### src/rtl/axi4_lite_write_slave_pkg.sv
// Shared AXI4-Lite response codes and the write-slave state encoding.
package axi4_lite_pkg;

  localparam logic [1:0] RESP_OKAY   = 2'b00;
  localparam logic [1:0] RESP_SLVERR = 2'b10;

  typedef enum logic [1:0] {
    ST_IDLE  = 2'd0,
    ST_WRITE = 2'd1,
    ST_RESP  = 2'd2
  } wr_state_e;

endpackage

### src/rtl/axi4_lite_write_slave_if.sv
// AXI4-Lite write channels plus the single-beat local memory write port.
interface axi4_lite_write_slave_if #(
  parameter int unsigned ADDR_WIDTH = 32,
  parameter int unsigned DATA_WIDTH = 32
);

  logic [ADDR_WIDTH-1:0] S_AXI_AWADDR;
  logic                  S_AXI_AWVALID;
  logic                  S_AXI_AWREADY;
  logic [DATA_WIDTH-1:0] S_AXI_WDATA;
  logic [3:0]            S_AXI_WSTRB;
  logic                  S_AXI_WVALID;
  logic                  S_AXI_WREADY;
  logic [1:0]            S_AXI_BRESP;
  logic                  S_AXI_BVALID;
  logic                  S_AXI_BREADY;
  logic                  mem_we;
  logic [ADDR_WIDTH-1:0] mem_addr;
  logic [DATA_WIDTH-1:0] mem_wdata;
  logic [3:0]            mem_wstrb;
  logic                  mem_ready;

  modport slave (
    input  S_AXI_AWADDR, S_AXI_AWVALID, S_AXI_WDATA, S_AXI_WSTRB, S_AXI_WVALID,
           S_AXI_BREADY, mem_ready,
    output S_AXI_AWREADY, S_AXI_WREADY, S_AXI_BRESP, S_AXI_BVALID,
           mem_we, mem_addr, mem_wdata, mem_wstrb
  );

  modport master (
    output S_AXI_AWADDR, S_AXI_AWVALID, S_AXI_WDATA, S_AXI_WSTRB, S_AXI_WVALID,
           S_AXI_BREADY, mem_ready,
    input  S_AXI_AWREADY, S_AXI_WREADY, S_AXI_BRESP, S_AXI_BVALID,
           mem_we, mem_addr, mem_wdata, mem_wstrb
  );

endinterface

### src/rtl/axi4_lite_write_slave.sv
// AXI4-Lite write responder: buffers one AW/W pair, range-checks it, issues
// one backend write and returns a B response.
module axi4_lite_write_slave
  import axi4_lite_pkg::*;
#(
  parameter int unsigned           ADDR_WIDTH = 32,
  parameter int unsigned           DATA_WIDTH = 32,
  parameter logic [ADDR_WIDTH-1:0] BASE_ADDR  = 32'h0000_0000,
  parameter logic [ADDR_WIDTH-1:0] MEM_SIZE   = 32'h0000_1000
) (
  input  logic                    clk,
  input  logic                    rst,
  axi4_lite_write_slave_if.slave  axi
);

  wr_state_e             state_q;
  logic                  aw_held_q, w_held_q;
  logic [ADDR_WIDTH-1:0] addr_q;
  logic [DATA_WIDTH-1:0] data_q;
  logic [3:0]            strb_q;
  logic                  awready_q, wready_q, bvalid_q;
  logic [1:0]            bresp_q;
  logic                  mem_we_q;
  logic [ADDR_WIDTH-1:0] mem_addr_q;
  logic [DATA_WIDTH-1:0] mem_wdata_q;
  logic [3:0]            mem_wstrb_q;

  logic [ADDR_WIDTH:0]   diff_d;
  logic [ADDR_WIDTH-1:0] offset_d;
  logic                  addr_err_d, wr_en_d;

  // Window check via the borrow of addr-BASE and offset>=SIZE: equivalent to
  // the two-sided compare and naturally caps the upper bound at 2^ADDR_WIDTH.
  always_comb begin
    diff_d     = {1'b0, addr_q} - {1'b0, BASE_ADDR};
    offset_d   = diff_d[ADDR_WIDTH-1:0];
    addr_err_d = diff_d[ADDR_WIDTH] || (offset_d >= MEM_SIZE) || (addr_q[1:0] != 2'b00);
    wr_en_d    = !addr_err_d && (strb_q != 4'b0000);
  end

  always_ff @(posedge clk or negedge rst) begin
    if (!rst) begin
      state_q     <= ST_IDLE;
      aw_held_q   <= 1'b0;
      w_held_q    <= 1'b0;
      addr_q      <= '0;
      data_q      <= '0;
      strb_q      <= '0;
      awready_q   <= 1'b0;
      wready_q    <= 1'b0;
      bvalid_q    <= 1'b0;
      bresp_q     <= RESP_OKAY;
      mem_we_q    <= 1'b0;
      mem_addr_q  <= '0;
      mem_wdata_q <= '0;
      mem_wstrb_q <= '0;
    end else begin
      case (state_q)
        ST_IDLE: begin
          if (aw_held_q && w_held_q) begin
            state_q  <= ST_WRITE;
            mem_we_q <= wr_en_d;
            if (wr_en_d) begin
              mem_addr_q  <= offset_d;
              mem_wdata_q <= data_q;
              mem_wstrb_q <= strb_q;
            end
          end else begin
            if (!aw_held_q) begin
              if (axi.S_AXI_AWVALID && awready_q) begin
                addr_q    <= axi.S_AXI_AWADDR;
                aw_held_q <= 1'b1;
                awready_q <= 1'b0;
              end else begin
                awready_q <= 1'b1;
              end
            end
            if (!w_held_q) begin
              if (axi.S_AXI_WVALID && wready_q) begin
                data_q   <= axi.S_AXI_WDATA;
                strb_q   <= axi.S_AXI_WSTRB;
                w_held_q <= 1'b1;
                wready_q <= 1'b0;
              end else begin
                wready_q <= 1'b1;
              end
            end
          end
        end
        ST_WRITE: begin
          if (!mem_we_q || axi.mem_ready) begin
            state_q     <= ST_RESP;
            bvalid_q    <= 1'b1;
            bresp_q     <= addr_err_d ? RESP_SLVERR : RESP_OKAY;
            mem_we_q    <= 1'b0;
            mem_addr_q  <= '0;
            mem_wdata_q <= '0;
            mem_wstrb_q <= '0;
          end
        end
        ST_RESP: begin
          if (axi.S_AXI_BREADY) begin
            state_q   <= ST_IDLE;
            bvalid_q  <= 1'b0;
            bresp_q   <= RESP_OKAY;
            aw_held_q <= 1'b0;
            w_held_q  <= 1'b0;
            awready_q <= 1'b1;
            wready_q  <= 1'b1;
          end
        end
        default: state_q <= ST_IDLE;
      endcase
    end
  end

  assign axi.S_AXI_AWREADY = awready_q;
  assign axi.S_AXI_WREADY  = wready_q;
  assign axi.S_AXI_BVALID  = bvalid_q;
  assign axi.S_AXI_BRESP   = bresp_q;
  assign axi.mem_we        = mem_we_q;
  assign axi.mem_addr      = mem_addr_q;
  assign axi.mem_wdata     = mem_wdata_q;
  assign axi.mem_wstrb     = mem_wstrb_q;

endmodule

### src/flat_wrapper.sv
// flat-port wrapper written by rule: the top's interface ports become plain ports
module axi4_lite_write_slave_flat import axi4_lite_pkg::*;
#(
  parameter int unsigned           ADDR_WIDTH = 32,
  parameter int unsigned           DATA_WIDTH = 32,
  parameter logic [ADDR_WIDTH-1:0] BASE_ADDR  = 32'h0000_0000,
  parameter logic [ADDR_WIDTH-1:0] MEM_SIZE   = 32'h0000_1000
)
  (clk, rst, axi_S_AXI_AWADDR, axi_S_AXI_AWVALID, axi_S_AXI_WDATA, axi_S_AXI_WSTRB, axi_S_AXI_WVALID, axi_S_AXI_BREADY, axi_mem_ready, axi_S_AXI_AWREADY, axi_S_AXI_WREADY, axi_S_AXI_BRESP, axi_S_AXI_BVALID, axi_mem_we, axi_mem_addr, axi_mem_wdata, axi_mem_wstrb);
  axi4_lite_write_slave_if #(.ADDR_WIDTH(ADDR_WIDTH), .DATA_WIDTH(DATA_WIDTH)) axi_i ();
  input  logic clk;
  input  logic rst;
  input wire logic [$bits(axi_i.S_AXI_AWADDR)-1:0] axi_S_AXI_AWADDR;
  input wire logic [$bits(axi_i.S_AXI_AWVALID)-1:0] axi_S_AXI_AWVALID;
  input wire logic [$bits(axi_i.S_AXI_WDATA)-1:0] axi_S_AXI_WDATA;
  input wire logic [$bits(axi_i.S_AXI_WSTRB)-1:0] axi_S_AXI_WSTRB;
  input wire logic [$bits(axi_i.S_AXI_WVALID)-1:0] axi_S_AXI_WVALID;
  input wire logic [$bits(axi_i.S_AXI_BREADY)-1:0] axi_S_AXI_BREADY;
  input wire logic [$bits(axi_i.mem_ready)-1:0] axi_mem_ready;
  output wire logic [$bits(axi_i.S_AXI_AWREADY)-1:0] axi_S_AXI_AWREADY;
  output wire logic [$bits(axi_i.S_AXI_WREADY)-1:0] axi_S_AXI_WREADY;
  output wire logic [$bits(axi_i.S_AXI_BRESP)-1:0] axi_S_AXI_BRESP;
  output wire logic [$bits(axi_i.S_AXI_BVALID)-1:0] axi_S_AXI_BVALID;
  output wire logic [$bits(axi_i.mem_we)-1:0] axi_mem_we;
  output wire logic [$bits(axi_i.mem_addr)-1:0] axi_mem_addr;
  output wire logic [$bits(axi_i.mem_wdata)-1:0] axi_mem_wdata;
  output wire logic [$bits(axi_i.mem_wstrb)-1:0] axi_mem_wstrb;
  assign axi_i.S_AXI_AWADDR = axi_S_AXI_AWADDR;
  assign axi_i.S_AXI_AWVALID = axi_S_AXI_AWVALID;
  assign axi_i.S_AXI_WDATA = axi_S_AXI_WDATA;
  assign axi_i.S_AXI_WSTRB = axi_S_AXI_WSTRB;
  assign axi_i.S_AXI_WVALID = axi_S_AXI_WVALID;
  assign axi_i.S_AXI_BREADY = axi_S_AXI_BREADY;
  assign axi_i.mem_ready = axi_mem_ready;
  assign axi_S_AXI_AWREADY = axi_i.S_AXI_AWREADY;
  assign axi_S_AXI_WREADY = axi_i.S_AXI_WREADY;
  assign axi_S_AXI_BRESP = axi_i.S_AXI_BRESP;
  assign axi_S_AXI_BVALID = axi_i.S_AXI_BVALID;
  assign axi_mem_we = axi_i.mem_we;
  assign axi_mem_addr = axi_i.mem_addr;
  assign axi_mem_wdata = axi_i.mem_wdata;
  assign axi_mem_wstrb = axi_i.mem_wstrb;
  axi4_lite_write_slave #(.ADDR_WIDTH(ADDR_WIDTH), .DATA_WIDTH(DATA_WIDTH), .BASE_ADDR(BASE_ADDR), .MEM_SIZE(MEM_SIZE)) u_core (.clk(clk), .rst(rst), .axi(axi_i));
endmodule
### config.mk
export PLATFORM = sky130hd
export DESIGN_NAME = axi4_lite_write_slave_flat
export DESIGN_NICKNAME = d
export VERILOG_FILES = /design/src/rtl/axi4_lite_write_slave_pkg.sv /design/src/rtl/axi4_lite_write_slave_if.sv /design/src/rtl/axi4_lite_write_slave.sv /design/src/flat_wrapper.sv
export SDC_FILE = /design/constraint.sdc
export NUM_CORES = 1
export LEC_CHECK = 0
export BUFFER_PORTS_ARGS = -buffer_cell sky130_fd_sc_hd__buf_4
export CORE_ASPECT_RATIO = 0.9
export CORE_MARGIN = 3
export CORE_UTILIZATION = 40
export CTS_CLUSTER_SIZE = 30
export DETAILED_ROUTE_END_ITERATION = 12
export PLACE_DENSITY = 0.68
export SLEW_MARGIN = 20
export SYNTH_ARGS = -nofsm -noshare
export SYNTH_HDL_FRONTEND = slang
export SYNTH_SLANG_ARGS = --single-unit
### constraint.sdc
create_clock -name clk -period 2.3 [get_ports clk]
set_clock_uncertainty 0.2 [all_clocks]
set_input_delay 0.23 -clock clk [delete_from_list [all_inputs] [get_ports clk]]
set_output_delay 0.23 -clock clk [all_outputs]
set_load 0.1 [all_outputs]
After elaboration in Yosys (flattened, before gate mapping):

Cells that the tools add are included.

* $lt $le $gt $ge: 1
* bitwise logic cells: 3
* multiplexer cells: 41
* reduce and logical (&&, ||, !) cells: 23
* equal/unequal tests: 9

Operators by type and width (count)
* 2-to-1 mux 32 bit: 5
* one-hot mux 32 bit (2 select lines): 2
* greater-or-equal comparator 32 x 13 -> 1 bit (second input constant): 1
* AND reduction 4 bit: 5
* 2-to-1 mux 1 bit: 17
* 2-to-1 mux 4 bit: 3
* one-hot mux 1 bit (2 select lines): 6
* AND reduction 3 bit: 4
* 2-to-1 mux 2 bit: 5
* inequality test 2 bit (second input constant): 4
* one-hot mux 4 bit (2 select lines): 1
* nonzero test 2 bit: 4
* inequality test 2 x 1 -> 1 bit (second input constant): 3
* one-hot mux 2 bit (3 select lines): 1
* logical AND 1 bit: 4
* one-hot mux 2 bit (2 select lines): 1
* nonzero test 4 bit: 1
* inverter 1 bit: 3
* equality test 2 x 1 -> 1 bit (second input constant): 1
* equality test 2 bit (second input constant): 1
* logical NOT 1 bit: 2
* logical NOT 2 bit: 1
* logical OR 1 bit: 2

* register bits after elaboration: 146

Logic depth before layout (Yosys ltp):

Gate-level depths: netlist of the first run.

* depth in word-level cells: 7
* depth in mapped cells: 7

Worst setup path before layout of the first run:

No wires, ideal clock.

* path type: reg-to-reg
* from: register u_core.wready_q (netlist: u_core.axi.S_AXI_WREADY)
* to: register u_core.data_q[14]
* path slack: -0.221 ns
* cell stages (with the launch flop): 5
* buffers on the path: 1
* setup time: 0.125 ns
* arrival time: 2.196 ns
* period minus slack after synthesis: 2.521 ns
* required time: 1.975 ns
* cells stage by stage: dfrtp_1 nand2_1 nor4_4 buf_2 mux2_2

* cells in the longest elaborated chain, start to end: 2

Ends and longest elaborated chain
* start: declaration: line axi4_lite_write_slave.sv:21 `logic awready_q, wready_q, bvalid_q;`
* start signal: assignment: line axi4_lite_write_slave.sv:50 `wready_q <= 1'b0;`
* start signal: assignment: line axi4_lite_write_slave.sv:83 `wready_q <= 1'b0;`
* start signal: assignment: line axi4_lite_write_slave.sv:85 `wready_q <= 1'b1;`
* logical AND 1 bit: line axi4_lite_write_slave.sv:79 `if (axi.S_AXI_WVALID && wready_q) begin`
* AND reduction 4 bit (no source line)
* end signal: assignment: line axi4_lite_write_slave.sv:80 `data_q <= axi.S_AXI_WDATA;`
* end: declaration: line axi4_lite_write_slave.sv:19 `logic [DATA_WIDTH-1:0] data_q;`

Every way passes these cells.
A chain may end at the register's enable or synchronous reset.

Final worst setup path of the first run:

* from: register u_core.addr_q[17]
* to: register u_core.mem_addr_q[2] (netlist: u_core.axi.mem_addr[2])

* cells in the longest elaborated chain, start to end: 6

Ends and longest elaborated chain
* start: declaration: line axi4_lite_write_slave.sv:18 `logic [ADDR_WIDTH-1:0] addr_q;`
* start signal: assignment: line axi4_lite_write_slave.sv:71 `addr_q <= axi.S_AXI_AWADDR;`
* greater-or-equal comparator 32 x 13 -> 1 bit: line axi4_lite_write_slave.sv:37 `addr_err_d = diff_d[ADDR_WIDTH] || (offset_d >= MEM_SIZE) || (addr_q[1:0] != 2'b00);`
* logical OR 1 bit: line axi4_lite_write_slave.sv:37
* logical NOT 1 bit: line axi4_lite_write_slave.sv:38 `wr_en_d = !addr_err_d && (strb_q != 4'b0000);`
* logical AND 1 bit: line axi4_lite_write_slave.sv:38
* inequality test 2 x 1 -> 1 bit (no source line)
* AND reduction 4 bit (no source line)
* end signal: assignment: line axi4_lite_write_slave.sv:64 `mem_addr_q <= offset_d;`
* end: declaration: line axi4_lite_write_slave.sv:24 `logic [ADDR_WIDTH-1:0] mem_addr_q;`

Every way passes these cells.

==> impl_metrics.json, run 1 <==
{
  "outcome": "finished clean",
  "synth_edf_count": 0,
  "critPathMaxFanout": 25,
  "maxCapViolCount": 0,
  "synth_compound_area_share_pct": 9.22,
  "hp-class": "in2async",
  "setup_viol": 0,
  "antenna_found_initial": 0,
  "post-route-min-period_ns": 2.14,
  "initial_core_util_pct": 41.5,
  "coreArea_um2": 12900,
  "slew_viol_final": 0,
  "place_hpwl_mm": 7.80,
  "synth_adder_area_share_pct": 0,
  "synthSimpleGateAreaFrac_pct": 6.19,
  "dieArea_um2": 14900,
  "die_h_um": 116,
  "cts_tree": "done",
  "grt_usage_pct": 17.3,
  "worstSetupPathType": "reg2reg",
  "postSynthCellCount": 358,
  "crit_path_start_kind": "flop",
  "cp_slowest_cell": "dfrtp_1",
  "cts_setup_buffers": 0,
  "clkSinkCount": 145,
  "power_density_nw_per_um2": 1030,
  "required_ns": 2.46,
  "synth_top_family_by_area": "multiplexers",
  "synth-xor-area-share_pct": 0,
  "numPortBuffers": 146,
  "fin_util_pct": 62.5,
  "worst_pin_slew_ns": 0.534,
  "synth_top_area_cell": "dfrtp_1",
  "critPathTopFamily": "simple AND/OR/NAND/NOR gates",
  "synth_fp_nets": 432,
  "yosys_warnings": 0,
  "power_leakage_nw": 3.91,
  "placementRows": 39,
  "yosysUniqueCellTypes": 28,
  "fmaxAchievable_mhz": 467,
  "setup-tns-final_ns": 0,
  "grt_pass1_wl_mm": 19.8,
  "dp.cells": 659,
  "fin_area_um2": 8080,
  "grt_overflow_total": 0,
  "synth_mux_area_share_pct": 14.3,
  "synthTopCellsByCount": "dfrtp_1 (145), mux2_2 (64), a22o_1 (46), and2_1 (22), buf_2 (12)",
  "seq_area_frac_synth_pct": 67.5,
  "cts_buffers": 17,
  "h-tree-depth": 4,
  "synth_area_per_cell_um2": 15.0,
  "gp_congestion": 0.758,
  "finalHoldViolations": 0,
  "placedInstanceArea_um2": 6760,
  "endpoint_kind": "flop",
  "drtAntennaViolNets": 0,
  "n_fill_cell": 985,
  "drc": 0,
  "min_period_over_period_pct": 93.0,
  "clock_path_buffers": 2,
  "synth.most_common_cell": "dfrtp_1",
  "clk_latency_ns": 0.42,
  "clkTransAtPathRegs_ns": 0.06,
  "syn_area_um2": 5370,
  "die_width_um": 128,
  "vdd_drop_max_mv": 0.853,
  "drt-vias-per-instance": 4.88,
  "grt_max_degree": 52,
  "grt_setup_unrepaired": "no",
  "synth_flop_cell": "dfrtp_1",
  "crit_buf_inv": 2,
  "route.vias.total": 3701,
  "num_io_pins": 148,
  "drive_gt1_share_pct": 43.5,
  "fin_nets": 659,
  "wl_per_cell_um": 16.2,
  "grt_pass1_vias": 3933,
  "synthArstFlopShare_pct": 100,
  "cts_root_buffer": "clkbuf_16",
  "antenna_cells": 0,
  "synth_area_leaders": "dfrtp_1 (68%), mux2_2 (13%), a22o_1 (7.5%)",
  "wl_mm": 12.3,
  "worstPathCellList": "nor4_2 > nand4_1 > nor3_1 > buf_4 > and4_2 > buf_12 > a22o_1",
  "slew_headroom_pct": 64.4,
  "slowest_delay_ns": 0.39,
  "yosysTopAreaCellShare_pct": 67.5,
  "crit_arrival_ns": 2.30,
  "stdcell_count": 759,
  "drtPass1Iterations": 4,
  "drtIter0Drc": 179,
  "ys_seq_elements": 145,
  "syn_to_final_growth_pct": 50.4
}
state kept, by name, indices dropped and copies added (netlist names):
| register | flops |
|---|---|
| u_core.addr_q | 32 |
| u_core.aw_held_q | 1 |
| u_core.axi.S_AXI_AWREADY | 1 |
| u_core.axi.S_AXI_BRESP | 1 |
| u_core.axi.S_AXI_BVALID | 1 |
| u_core.axi.S_AXI_WREADY | 1 |
| u_core.axi.mem_addr | 32 |
| u_core.axi.mem_wdata | 32 |
| u_core.axi.mem_we | 1 |
| u_core.axi.mem_wstrb | 4 |
| u_core.data_q | 32 |
| u_core.state_q | 2 |
| u_core.strb_q | 4 |
| u_core.w_held_q | 1 |
layer usage:
layer	up-vias	routed length (µm)	global-route usage [%]
met4	0	206	6.79
met1	1822	5650	22.5
met2	119	5780	27.1
met5	-	0	0
li1	1740	-	-
met3	20	636	5.90
worst register-to-register path, stage by stage (launching register included):
cell     delay, ns
dfrtp_1       0.39
nor4_2        0.30
nand4_1       0.18
nor3_1        0.22
buf_4         0.15
and4_2        0.30
buf_12        0.18
a22o_1        0.16
final cells by class:
class	instances	area, µm²	share of cell area, %
Sequential cell	145	3630	44.9
Multi-Input combinational cell	187	1630	20.2
Timing Repair Buffer	230	2000	24.7
Tap cell	164	205	2.54
Clock buffer	19	443	5.48
Clock inverter	10	161	2.00
Inverter	4	15.0	0.186
report_power, final:
| group | internal, mW | switching, mW |
|---|---|---|
| Clock | 1.82 | 1.02 |
| Combinational | 0.916 | 0.888 |
| Sequential | 3.21 | 0.449 |
cell usage in the layout, fill, tap and decap left out:
cell and n:
dfrtp_1 143, nand3b_1 2, buf_6 1, a211oi_1 1, nor4_1 5, dlygate4sd3_1 71
conb_1 1, a22o_1 46, and4_2 1, clkinv_2 2, a21oi_1 7, bufinv_16 4
clkbuf_16 17, inv_1 4, o21ai_0 4, nand2_1 9, clkinvlp_4 3, mux2_1 4
clkbuf_8 1, inv_6 1, clkbuf_1 1, nor4_2 2, mux2_2 64, nor4_4 2
o21bai_1 1, buf_12 7, nand4_1 1, o22a_1 2, nor2_1 7, dfrtp_2 2
nand2b_1 2, o21ai_4 1, nor3_1 3, and2_1 22, buf_4 151
cell families after synthesis:
family          Yosys count
buf+inv                  26
flops                   145
compound gates           62
simple gates             56
mux                      68
other cells               1
repair_timing:
| action | CTS | global route |
|---|---|---|
| hold buffers | 71 | 0 |
| endpoints found under the hold margin | 219 | 0 |
| endpoints found under the setup margin | 0 | 47 |
| resized for setup | 0 | 2 |
path summary, 6_finish.rpt:
kind | slack [ns] | cells past startpoint | startpoint | endpoint
hold reg to reg | 0.28 | 1 | u_core.addr_q[9] | u_core.axi.mem_addr[9]
hold / removal | 0.05 | 2 | rst | u_core.axi.mem_addr[18]
setup / recovery | 0.16 | 7 | u_core.addr_q[17] | u_core.axi.mem_addr[2]
max in group asynchronous | 1.25 | 3 | rst | u_core.data_q[0]
min in group clk | 0.11 | 5 | axi_S_AXI_WVALID | u_core.w_held_q
setup reg to reg | 0.16 | 7 | u_core.addr_q[17] | u_core.axi.mem_addr[2]
per-stage QoR:
step	hold slack [ns]	total power [mW]	setup WS, ns
global placement	-0.0714	5.30	0.0929
floorplan	-0.266	4.79	0.0626
CTS	0.0487	8.37	0.0840
detailed placement	-0.0712	5.40	0.102
global route	0.0508	8.74	0.0244
finish	0.0506	8.30	0.161
Note: power is estimated with default switching activity, not from simulation.
==> run 2: changes to the inputs <==
Settings changed: SETUP_SLACK_MARGIN from default to 0.5.
==> impl_metrics.json, run 2 (synthesis results as in run 1) <==
{
  "outcome": "finished clean",
  "slew_viol_final": 0,
  "clock_path_buffers": 2,
  "drtPass1Iterations": 4,
  "n_fill_cell": 869,
  "fmaxAchievable_mhz": 468,
  "required_ns": 2.41,
  "crit_path_start_kind": "flop",
  "grt_overflow_total": 0,
  "power_leakage_nw": 4.42,
  "crit_arrival_ns": 2.24,
  "r2r_setup_slack_ns": 0.17,
  "num_io_pins": 148,
  "power_density_nw_per_um2": 1070,
  "die_width_um": 128,
  "final_cell_mix": "buf_4 (161), dfrtp_1 (140), dlygate4sd3_1 (71), mux2_4 (67), a22o_1 (46)",
  "clkSinkCount": 145,
  "drtAntennaViolNets": 0,
  "route.vias.total": 3954,
  "worstSetupPathType": "reg2reg",
  "reg2reg_depth": 6,
  "post-route-min-period_ns": 2.13,
  "dieArea_um2": 14900,
  "hp-class": "in2reg",
  "clk_latency_ns": 0.42,
  "fin_nets": 691,
  "hold_path_depth": 5,
  "vdd_drop_max_mv": 0.891,
  "antenna_found_initial": 0,
  "cts_root_buffer": "clkbuf_16",
  "min_period_over_period_pct": 92.8,
  "drc": 0,
  "drt-vias-per-instance": 4.98,
  "place_hpwl_mm": 7.95,
  "drive_gt1_share_pct": 50.7,
  "critPathMaxFanout": 21,
  "cts_buffers": 17,
  "syn_to_final_growth_pct": 68.4,
  "numPortBuffers": 146,
  "r2r-start": "u_core.addr_q[22]",
  "min_to": "u_core.aw_held_q",
  "clkTransAtPathRegs_ns": 0.06,
  "endpoint_kind": "flop",
  "coreArea_um2": 12900,
  "r2r_end": "u_core.axi.mem_wdata[16]",
  "finalHoldViolations": 0,
  "setup_viol": 0,
  "wl_mm": 14.9,
  "setup-tns-final_ns": 0,
  "drtIter0Drc": 188,
  "grt_setup_unrepaired": "yes",
  "final_common_cell": "buf_4",
  "wl_per_cell_um": 18.7,
  "grt_max_degree": 51,
  "initial_core_util_pct": 41.5,
  "cts_tree": "done",
  "holdCritStartpoint": "axi_S_AXI_AWVALID",
  "die_h_um": 116,
  "fin_util_pct": 70.0,
  "grt_usage_pct": 19.9,
  "grt_pass1_wl_mm": 22.7,
  "maxCapViolCount": 0,
  "grt_pass1_vias": 4174,
  "placementRows": 39,
  "gp_congestion": 0.709,
  "h-tree-depth": 4
}
==> run 2: cell type report <==
type | count | area (µm²) | area share, %
flip-flops and latches | 145 | 3640 | 40.3
repair buffers | 262 | 2520 | 27.8
clock inverters | 10 | 206 | 2.28
clock buffers | 21 | 460 | 5.09
inverters | 4 | 15.0 | 0.166
diodes | 1 | 2.50 | 0.0277
multi-input cells | 187 | 2000 | 22.1
well taps | 164 | 205 | 2.27
==> run 2: per-stage QoR <==
stage / cell area (µm²) / cells / setup WS [ns] / hold slack (ns) / power, mW
detailed placement: 6930 / 657 / 0.0630 / 0.00472 / 5.69
global route: 9040 / 793 / 0.0393 / 0.0812 / 10.1
CTS: 8680 / 778 / 0.212 / 0.0219 / 9.25
global placement: 6930 / 657 / 0.149 / 0.00488 / 5.60
finish: 9050 / 794 / 0.165 / 0.0356 / 9.66
floorplan: 5620 / 358 / 0.273 / -0.266 / 5.13
==> run 2: where the power goes <==
group	internal, mW	leakage [nW]	switching, mW
clock network	2.08	0.323	1.04
registers	3.22	1.88	0.506
logic	1.64	2.21	1.17
total	6.94	4.42	2.72
==> run 2: how the worst max path moves through the flow <==
stage	startpoint	to
3_3_place_gp	u_core.addr_q[29]	u_core.axi.mem_wdata[19]
2_1_floorplan	u_core.axi.S_AXI_WREADY	u_core.data_q[24]
6_report	u_core.addr_q[22]	u_core.axi.mem_wdata[16]
4_1_cts	u_core.addr_q[0]	u_core.axi.mem_wdata[22]
5_1_grt	u_core.addr_q[13]	u_core.axi.mem_wdata[16]
3_5_place_dp	u_core.addr_q[0]	u_core.axi.mem_wdata[8]
==> run 2: worst max-delay path: stages (launching register included) <==
cell and delay (ns):
dfrtp_1 0.40, nor4_1 0.32, nand2_1 0.21, nor3_4 0.28, o21ai_4 0.15, buf_6 0.21, a22o_1 0.24
==> run 2: per-layer routing <==
layer / wire (µm) / part of all wire (%) / track usage, %
met1: 6740 / 45 / 27.3
met2: 7150 / 48 / 31.1
met3: 788 / 5.3 / 5.39
met4: 199 / 1.3 / 6.72
met5: 0 / 0 / 0
==> run 2: repair_timing <==
| action | in CTS | in global routing |
|---|---|---|
| gates cloned | 7 | 7 |
| hold endpoints to repair | 217 | 0 |
| gates resized for setup | 27 | 41 |
| hold buffers | 71 | 0 |
| pin swaps | 5 | 19 |
| endpoints found under the setup margin | 137 | 124 |
| setup buffers | 12 | 8 |
==> run 3: changes to the inputs <==
Settings changed: ABC_AREA from default to 1, PLACE_DENSITY 0.68 to 0.67.
Clock period 2.3 ns to 2.48 ns, I/O delays scaled along.
==> impl_metrics.json, run 3 <==
{
  "numPortBuffers": 146,
  "topRoutingLayerUsed": "met4",
  "wl_met1_mm": 6.53,
  "r2r-start": "u_core.addr_q[27]",
  "fin_nets": 901,
  "synth_area_per_cell_um2": 9.34,
  "setup_viol": 0,
  "synth_adder_area_share_pct": 0,
  "worstSetupPathType": "reg2reg",
  "fmaxAchievable_mhz": 527,
  "ys_seq_elements": 145,
  "worstPathCellList": "or2_1 > nor2_2 > nand4_4 > nand2_8 > nand2_8 > nand2_1 > nand2_1",
  "min_period_over_period_pct": 76.5,
  "synth.most_common_cell": "nand2_1",
  "yosysTopAreaCellShare_pct": 63.8,
  "clkTransAtPathRegs_ns": 0.06,
  "dieArea_um2": 15700,
  "grt_max_degree": 64,
  "postSynthCellCount": 609,
  "place_hpwl_mm": 9.07,
  "reg2reg_depth": 7,
  "dp.cells": 921,
  "coreArea_um2": 13600,
  "n_fill_cell": 1113,
  "seq_area_frac_synth_pct": 63.8,
  "syn_area_um2": 5690,
  "hold_path_depth": 5,
  "power_mw": 12.5,
  "power_density_nw_per_um2": 1480,
  "critPathMaxFanout": 46,
  "synthSimpleGateAreaFrac_pct": 27.6,
  "grt_setup_unrepaired": "yes",
  "placementRows": 40,
  "slew_headroom_pct": 61.2,
  "slowest_delay_ns": 0.38,
  "endpoint_kind": "flop",
  "antenna_cells": 0,
  "cts_tree": "done",
  "timing.hold.ws_ns": 0.0894,
  "synth_compound_area_share_pct": 3.94,
  "syn_to_final_growth_pct": 48.4,
  "slew_viol_final": 0,
  "drtIter0Drc": 301,
  "r2r_end": "u_core.axi.mem_wdata[1]",
  "drc": 0,
  "stdcell_count": 1029,
  "drtAntennaViolNets": 0,
  "wl_per_cell_um": 14.1,
  "finalHoldViolations": 0,
  "die_width_um": 132,
  "cts_root_buffer": "clkbuf_16",
  "min_to": "u_core.addr_q[3]",
  "vdd_drop_max_mv": 0.769,
  "clkSinkCount": 145,
  "final_common_cell": "nand2_1",
  "num_io_pins": 148,
  "maxCapViolCount": 0,
  "yosysUniqueCellTypes": 24,
  "synth_fp_nets": 683,
  "grt_overflow_total": 0,
  "crit_arrival_ns": 2.00,
  "die_h_um": 119,
  "route.met3.wl_um": 806,
  "h-tree-depth": 4,
  "met2_length_mm": 6.98,
  "cts_buffers": 17,
  "worst_pin_slew_ns": 0.582,
  "drt-vias-per-instance": 4.61,
  "antenna_found_initial": 0,
  "synth-xor-area-share_pct": 0,
  "grt_pass1_vias": 4882,
  "r2r_setup_slack_ns": 0.58,
  "route.vias.total": 4744,
  "final_cell_mix": "nand2_1 (308), buf_4 (152), dfrtp_1 (142), dlygate4sd3_1 (73), nand3_1 (47)",
  "drive_gt1_share_pct": 24.8,
  "gp_congestion": 0.806,
  "synth_mux_area_share_pct": 0,
  "initial_core_util_pct": 41.8,
  "outcome": "finished clean",
  "power_leakage_nw": 4.51,
  "drtPass1Iterations": 4,
  "fin_util_pct": 62.0,
  "synthArstFlopShare_pct": 100,
  "clk_latency_ns": 0.42,
  "setup-tns-final_ns": 0,
  "synth_top_area_cell": "dfrtp_1",
  "synth_area_leaders": "dfrtp_1 (64%), nand2_1 (20%), nand3_1 (4.1%)",
  "synth_edf_count": 0,
  "holdCritStartpoint": "axi_S_AXI_AWVALID",
  "required_ns": 2.59,
  "grt_pass1_wl_mm": 24.1,
  "synth_top_family_by_area": "simple AND/OR/NAND/NOR gates",
  "wl_mm": 14.5,
  "synthTopCellsByCount": "nand2_1 (308), dfrtp_1 (145), nand3_1 (47), a21boi_0 (22)",
  "crit_path_start_kind": "flop",
  "grt_usage_pct": 19.1,
  "cp_slowest_cell": "dfrtp_1",
  "synth_flop_cell": "dfrtp_1",
  "post-route-min-period_ns": 1.90,
  "yosys_warnings": 0,
  "clock_path_buffers": 2,
  "hp-class": "in2reg"
}
[run 3: report_power, final]
group,internal [mW],switching (mW)
Sequential,3.26,0.535
Combinational,1.25,4.29
Clock,2.18,0.953
[run 3: cells by family after synthesis]
logic type,count (synthesis)
other,1
AO/OA/AOI/OAI,33
flip-flops,145
buffers and inverters,43
AND/OR/NAND/NOR,387
[run 3: cell type report]
cell class                 count  area, µm²  share of cell area (%)
sequential                   145       3630                    43.1
clock buffer                  24        522                    6.18
clock inverter                 8        218                    2.58
timing repair buffer         229       1930                    22.9
multi-input combinational    422       1850                    21.9
tap                          189        236                    2.80
inverter                      12       52.6                   0.623
[run 3: metal layers]
| metal | vias up | global-route usage [%] |
|---|---|---|
| li1 | 2340 | - |
| met1 | 2237 | 25.7 |
| met2 | 154 | 30.3 |
| met3 | 13 | 5.83 |
| met4 | 0 | 4.92 |
| met5 | - | 0 |
[run 3: critical path: cells and delay by family (launching register included)]
kind / cells / cell delay, ns
simple gates: 7 / 1.18
flops: 1 / 0.38
[run 3: how the worst max path moves through the flow]
stage	startpoint	endpoint	slack, ns
2_1_floorplan	u_core.axi.mem_we	u_core.axi.mem_addr[10]	0.73
3_3_place_gp	u_core.addr_q[1]	u_core.axi.mem_wdata[11]	0.43
3_5_place_dp	u_core.addr_q[12]	u_core.axi.mem_wdata[20]	0.37
4_1_cts	u_core.addr_q[12]	u_core.axi.mem_wdata[21]	0.51
5_1_grt	u_core.addr_q[12]	u_core.axi.mem_wdata[8]	0.44
6_report	u_core.addr_q[27]	u_core.axi.mem_wdata[1]	0.58
[run 3: through the flow]
stage | instance area, µm² | worst slack, ns
3_3_place_gp | 6890 | 0.430
5_1_grt | 8440 | 0.438
3_5_place_dp | 6890 | 0.372
4_1_cts | 8390 | 0.507
6_report | 8440 | 0.583
2_1_floorplan | 5690 | 0.728
[run 3: timing repair]
action / CTS / global route
hold buffers: 73 / 0
buffers inserted: 1 / 1
hold endpoints to repair: 132 / 0
setup endpoints to repair: 81 / 98
pin swaps: 1 / 3
resized for setup: 5 / 9
gates cloned: 0 / 1
